File: src/rtl/nbit_decoder_pipe_if.sv
// Valid/ready bundle for nbit_decoder_pipe: code/mode on the input side, decoded vector on the output side.
interface nbit_decoder_pipe_if #(
    parameter int N = 3
);
    localparam int W = 1 << N;

    logic         in_valid;
    logic         in_ready;
    logic [N-1:0] a;
    logic [1:0]   mode;
    logic         out_valid;
    logic         out_ready;
    logic [W-1:0] y;
    logic         err;

    modport master (
        output in_valid, a, mode, out_ready,
        input  in_ready, out_valid, y, err
    );

    modport slave (
        input  in_valid, a, mode, out_ready,
        output in_ready, out_valid, y, err
    );
endinterface

File: src/rtl/nbit_decoder_pipe.sv
// Registered N-to-2**N decoder (one-hot LSB/MSB, thermometer) with an output register
// plus one skid entry so a decode per cycle is sustained under backpressure.
module nbit_decoder_pipe #(
    parameter int N          = 3,
    parameter bit ACTIVE_LOW = 1'b0
) (
    input  logic               clk,
    input  logic               rst,
    nbit_decoder_pipe_if.slave bus
);
    localparam int             W    = 1 << N;
    localparam logic [W-1:0]   IDLE = ACTIVE_LOW ? {W{1'b1}} : {W{1'b0}};
    localparam logic [W-1:0]   ONE  = {{(W-1){1'b0}}, 1'b1};

    // Returns {err, y} with output polarity already applied; err is never inverted.
    function automatic logic [W:0] decode(input logic [N-1:0] code, input logic [1:0] sel);
        logic [W-1:0] vec;
        logic         bad;
        vec = {W{1'b0}};
        bad = 1'b0;
        case (sel)
            2'd0: vec = ONE << code;
            // ~code equals W-1-code for an N-bit code
            2'd1: vec = ONE << (~code);
            2'd2: begin
                for (int i = 0; i < W; i++) begin
                    vec[i] = (i <= int'(code));
                end
            end
            default: bad = 1'b1;
        endcase
        return {bad, vec ^ IDLE};
    endfunction

    logic         accept_s;
    logic [W:0]   dec_s;
    logic         out_valid_r, out_valid_s;
    logic [W-1:0] out_y_r, out_y_s;
    logic         out_err_r, out_err_s;
    logic         sk_valid_r, sk_valid_s;
    logic [W-1:0] sk_y_r, sk_y_s;
    logic         sk_err_r, sk_err_s;
    logic         in_ready_r, in_ready_s;

    // Next-state of the output register and skid entry; the skid always drains first.
    always_comb begin
        accept_s    = bus.in_valid && in_ready_r;
        dec_s       = decode(bus.a, bus.mode);
        out_valid_s = out_valid_r;
        out_y_s     = out_y_r;
        out_err_s   = out_err_r;
        sk_valid_s  = sk_valid_r;
        sk_y_s      = sk_y_r;
        sk_err_s    = sk_err_r;
        if (!out_valid_r || bus.out_ready) begin
            if (sk_valid_r) begin
                out_valid_s = 1'b1;
                out_y_s     = sk_y_r;
                out_err_s   = sk_err_r;
                sk_valid_s  = 1'b0;
                sk_y_s      = IDLE;
                sk_err_s    = 1'b0;
            end else if (accept_s) begin
                out_valid_s = 1'b1;
                out_y_s     = dec_s[W-1:0];
                out_err_s   = dec_s[W];
            end else begin
                out_valid_s = 1'b0;
                out_y_s     = IDLE;
                out_err_s   = 1'b0;
            end
        end else if (accept_s) begin
            sk_valid_s = 1'b1;
            sk_y_s     = dec_s[W-1:0];
            sk_err_s   = dec_s[W];
        end else begin
            sk_valid_s = sk_valid_r;
        end
        in_ready_s = !sk_valid_s;
    end

    // State registers; reset drops any held transaction.
    always_ff @(posedge clk) begin
        if (rst) begin
            out_valid_r <= 1'b0;
            out_y_r     <= IDLE;
            out_err_r   <= 1'b0;
            sk_valid_r  <= 1'b0;
            sk_y_r      <= IDLE;
            sk_err_r    <= 1'b0;
            in_ready_r  <= 1'b0;
        end else begin
            out_valid_r <= out_valid_s;
            out_y_r     <= out_y_s;
            out_err_r   <= out_err_s;
            sk_valid_r  <= sk_valid_s;
            sk_y_r      <= sk_y_s;
            sk_err_r    <= sk_err_s;
            in_ready_r  <= in_ready_s;
        end
    end

    assign bus.in_ready  = in_ready_r;
    assign bus.out_valid = out_valid_r;
    assign bus.y         = out_y_r;
    assign bus.err       = out_err_r;
endmodule

File: src/flat_wrapper.sv
// flat-port wrapper written by rule: the top's interface ports become plain ports
module nbit_decoder_pipe_flat 
#(
    parameter int N          = 3,
    parameter bit ACTIVE_LOW = 1'b0
)
  (clk, rst, bus_in_valid, bus_a, bus_mode, bus_out_ready, bus_in_ready, bus_out_valid, bus_y, bus_err);
  nbit_decoder_pipe_if #(.N(N)) bus_i ();
  input  logic clk;
  input  logic rst;
  input wire logic [$bits(bus_i.in_valid)-1:0] bus_in_valid;
  input wire logic [$bits(bus_i.a)-1:0] bus_a;
  input wire logic [$bits(bus_i.mode)-1:0] bus_mode;
  input wire logic [$bits(bus_i.out_ready)-1:0] bus_out_ready;
  output wire logic [$bits(bus_i.in_ready)-1:0] bus_in_ready;
  output wire logic [$bits(bus_i.out_valid)-1:0] bus_out_valid;
  output wire logic [$bits(bus_i.y)-1:0] bus_y;
  output wire logic [$bits(bus_i.err)-1:0] bus_err;
  assign bus_i.in_valid = bus_in_valid;
  assign bus_i.a = bus_a;
  assign bus_i.mode = bus_mode;
  assign bus_i.out_ready = bus_out_ready;
  assign bus_in_ready = bus_i.in_ready;
  assign bus_out_valid = bus_i.out_valid;
  assign bus_y = bus_i.y;
  assign bus_err = bus_i.err;
  nbit_decoder_pipe #(.N(N), .ACTIVE_LOW(ACTIVE_LOW)) u_core (.clk(clk), .rst(rst), .bus(bus_i));
endmodule
File: config.mk
export PLATFORM = sky130hd
export DESIGN_NAME = nbit_decoder_pipe_flat
export DESIGN_NICKNAME = d
export VERILOG_FILES = /design/src/rtl/nbit_decoder_pipe_if.sv /design/src/rtl/nbit_decoder_pipe.sv /design/src/flat_wrapper.sv
export SDC_FILE = /design/constraint.sdc
export NUM_CORES = 1
export LEC_CHECK = 0
export BUFFER_PORTS_ARGS = -buffer_cell sky130_fd_sc_hd__clkbuf_2
export CORE_ASPECT_RATIO = 0.7
export CORE_UTILIZATION = 40
export CTS_CLUSTER_SIZE = 25
export DETAILED_ROUTE_END_ITERATION = 12
export PLACE_DENSITY_LB_ADDON = 0.3
export SETUP_SLACK_MARGIN = 0.05
export SYNTH_ARGS = -nofsm -noshare
export SYNTH_HDL_FRONTEND = slang
export SYNTH_SLANG_ARGS = --single-unit
File: constraint.sdc
create_clock -name clk -period 4.2 [get_ports clk]
set_input_delay 0.42 -clock clk [delete_from_list [all_inputs] [get_ports clk]]
set_output_delay 0.42 -clock clk [all_outputs]
set_load 0.05 [all_outputs]
==> impl_metrics.tcl <==
set metrics [dict create \
    wl_per_cell_um 13.6 \
    post_cts_buffers 0 \
    synth_xor_area_share_pct 0 \
    synth_area_leaders "dfxtp_1, o2bb2ai_1, a21oi_1" \
    synth_top_cell_by_area "dfxtp_1" \
    ir_drop_mv 0.173 \
    synth_area_per_cell_um2 8.92 \
    end_kind "flop" \
    start_util_pct 44.1 \
    vias 881 \
    crit_type "reg2reg" \
    synth_top_area_share_pct 42.9 \
    synth_top_family_by_area "compound AO/OA/AOI/OAI gates" \
    area_delta_synth_final_pct 12.0 \
    max_cap_viol_count 0 \
    ys_ff_latch 21 \
    hold_class "in2reg" \
    synthMuxAreaShare_pct 1.02 \
    clock_sinks 21 \
    clockBufferDepth 2 \
    worst_setup_path_start_kind "flop" \
    holdBufCountCts 0 \
    antenna_found_initial 0 \
    clkLatencyLatePin_ps 310 \
    die_x_um 61.2 \
    cp.required_ps 4440 \
    dr.pass1.iters 4 \
    pin_count 20 \
    drive_gt1_share_pct 21.6 \
    synth_cell_type_count 26 \
    grt_max_degree 17 \
    grt_pass1_wl_um 3430 \
    antennaDiodeCount 0 \
    numCtsBuffers 3 \
    syn-num-nets 119 \
    tritoncts "built" \
    coreArea_um2 2220 \
    dpl_worst_slack_ps 2420 \
    synth_compound_area_share_pct 26.7 \
    cts_root_buf "clkbuf_4" \
    syn-cell-area_um2 981 \
    relSlewSlack_pct 64.9 \
    fin_crit_ps 1550 \
    clock.fmax_mhz 646 \
    hold_viol 0 \
    gr-total-overflow 0 \
    arrival_ps 1780 \
    core.rowCount 14 \
    dieArea_um2 2660 \
    status "finished clean" \
    via_per_inst 5.61 \
    layout_setup_ws_ps 2650 \
    h-tree-depth 1 \
    crit_fanout 16 \
    worst_pin_slew_ps 524 \
    synth_simple_gate_area_share_pct 24.5 \
    antenna_left 0 \
    first_iter_violations 37 \
    finClkSkew_ps 10.7 \
    timing.setup.tns_ps 0 \
    p_per_area_nw_per_um2 320 \
    fin_nets 135 \
    p_leak_nw 0.438 \
    setup-violations-final 0 \
    fin_crit_sh_pct 36.9 \
    io_buffers 19 \
    yosysSeqAreaShare_pct 42.9 \
    fill_cells 221 \
    dp_hpwl_um 1550 \
    wirelength_um 2130 \
    die_h_um 43.4 \
    grt_pass1_vias 747 \
    syn_inst 110 \
    total_power_mw 0.351 \
    ctsResizeCount 0 \
    grt_usage_pct 17.9 \
    clk_pin_slew_ps 120 \
    synth_fa_ha_area_share_pct 0 \
    finalMaxSlewViolations 0 \
    route.detailed.drc 0 \
    globalplace.congestion 0.764 \
    ys_warn_count 0 \
    grt_setup_unrepaired "no" \
]
-- final timing paths --
| kind | from | end | slack (ps) | cells past startpoint |
|---|---|---|---|---|
| worst max register to register | u_core.bus.out_valid | u_core.sk_y_r[0] | 2650 | 4 |
| worst min-delay path | bus_in_valid | u_core.bus.in_ready | 460 | 4 |
| worst max-delay path | u_core.bus.out_valid | u_core.sk_y_r[0] | 2650 | 4 |
| worst min register to register | u_core.sk_y_r[1] | u_core.sk_y_r[1] | 470 | 1 |
-- Yosys cell counts --
master	count
nor2b_1	7
o22ai_1	8
nand2_1	4
nand2b_1	3
a21oi_1	13
clkbuf_1	6
or4_4	1
and2_1	1
a22oi_1	2
a211oi_1	1
nor2_1	9
dfxtp_1	21
and3_1	8
nand3b_1	1
nor3_1	3
nor3b_2	1
or3_1	2
inv_1	1
mux2i_1	1
a32oi_1	1
a2bb2oi_1	1
a221oi_1	3
buf_6	2
o2bb2ai_1	8
o21ba_2	1
nor2b_4	1
-- cell families (layout without fill, tap and decap cells) --
logic type	Yosys count	in the layout
and+or+nand+nor	41	41
AOI/OAI and AO/OA	38	38
DFF	21	21
buffers and inverters	9	24
muxes	1	1
-- per-stage QoR --
step,std cells,utilization (%),cell area (um^2),hold WS (ps)
2_1_floorplan,110,-,981,424
3_3_place_gp,153,48.1,1070,438
3_5_place_dp,153,48.1,1070,440
4_1_cts,157,49.4,1100,444
5_1_grt,157,49.4,1100,471
6_report,157,49.4,1100,457
-- power breakdown --
group | internal, mW | leakage [nW] | switching [mW]
clock | 0.0356 | 0.0177 | 0.0610
combinational | 0.0159 | 0.250 | 0.0344
sequential | 0.202 | 0.170 | 0.00197
-- per-layer routing --
metal  vias up  global-route usage (%)  wire (um)
li1        445                       -          -
met1       408                    25.9       1060
met2        26                    24.6        931
met3         2                    7.46        123
met4         0                    4.09         11
met5         -                       0          0
-- worst max-delay path, stage by stage, from the launching register on --
cell,delay [ps]
dfxtp_1,340
nand2b_1,350
nor2_1,140
nor3b_2,480
o2bb2ai_1,170
-- cell type report --
class,instances,area (um^2),area share (%)
inverter,1,3.75,0.342
tap,32,40.0,3.64
clock inverter,1,5.00,0.456
multi-input combinational,80,512,46.6
sequential,21,420,38.3
timing repair buffer,19,95.1,8.66
clock buffer,3,22.5,2.05
-- cell usage in the layout (no fill, tap or decap) --
| cell type | count |
|---|---|
| a22oi_1 | 2 |
| clkbuf_4 | 3 |
| clkbuf_2 | 19 |
| or3_1 | 2 |
| nand2_1 | 4 |
| a211oi_1 | 1 |
| o21ba_2 | 1 |
| clkinv_2 | 1 |
| a32oi_1 | 1 |
| nor3b_2 | 1 |
| nor2b_1 | 7 |
| nor2b_4 | 1 |
| nand2b_1 | 3 |
| a221oi_1 | 3 |
| nand3b_1 | 1 |
| inv_1 | 1 |
| mux2i_1 | 1 |
| o22ai_1 | 8 |
| a21oi_1 | 13 |
| and3_1 | 8 |
| nor3_1 | 3 |
| and2_1 | 1 |
| a2bb2oi_1 | 1 |
| nor2_1 | 9 |
| dfxtp_1 | 21 |
| or4_4 | 1 |
| o2bb2ai_1 | 8 |
-- registers in the layout (all words and copies together) (netlist names) --
signal,cells
u_core.bus.y,8
u_core.bus.in_ready,1
u_core.sk_valid_r,1
u_core.sk_y_r,8
u_core.bus.out_valid,1
u_core.sk_err_r,1
u_core.bus.err,1
No activity file was read; power rests on OpenSTA's default activity.
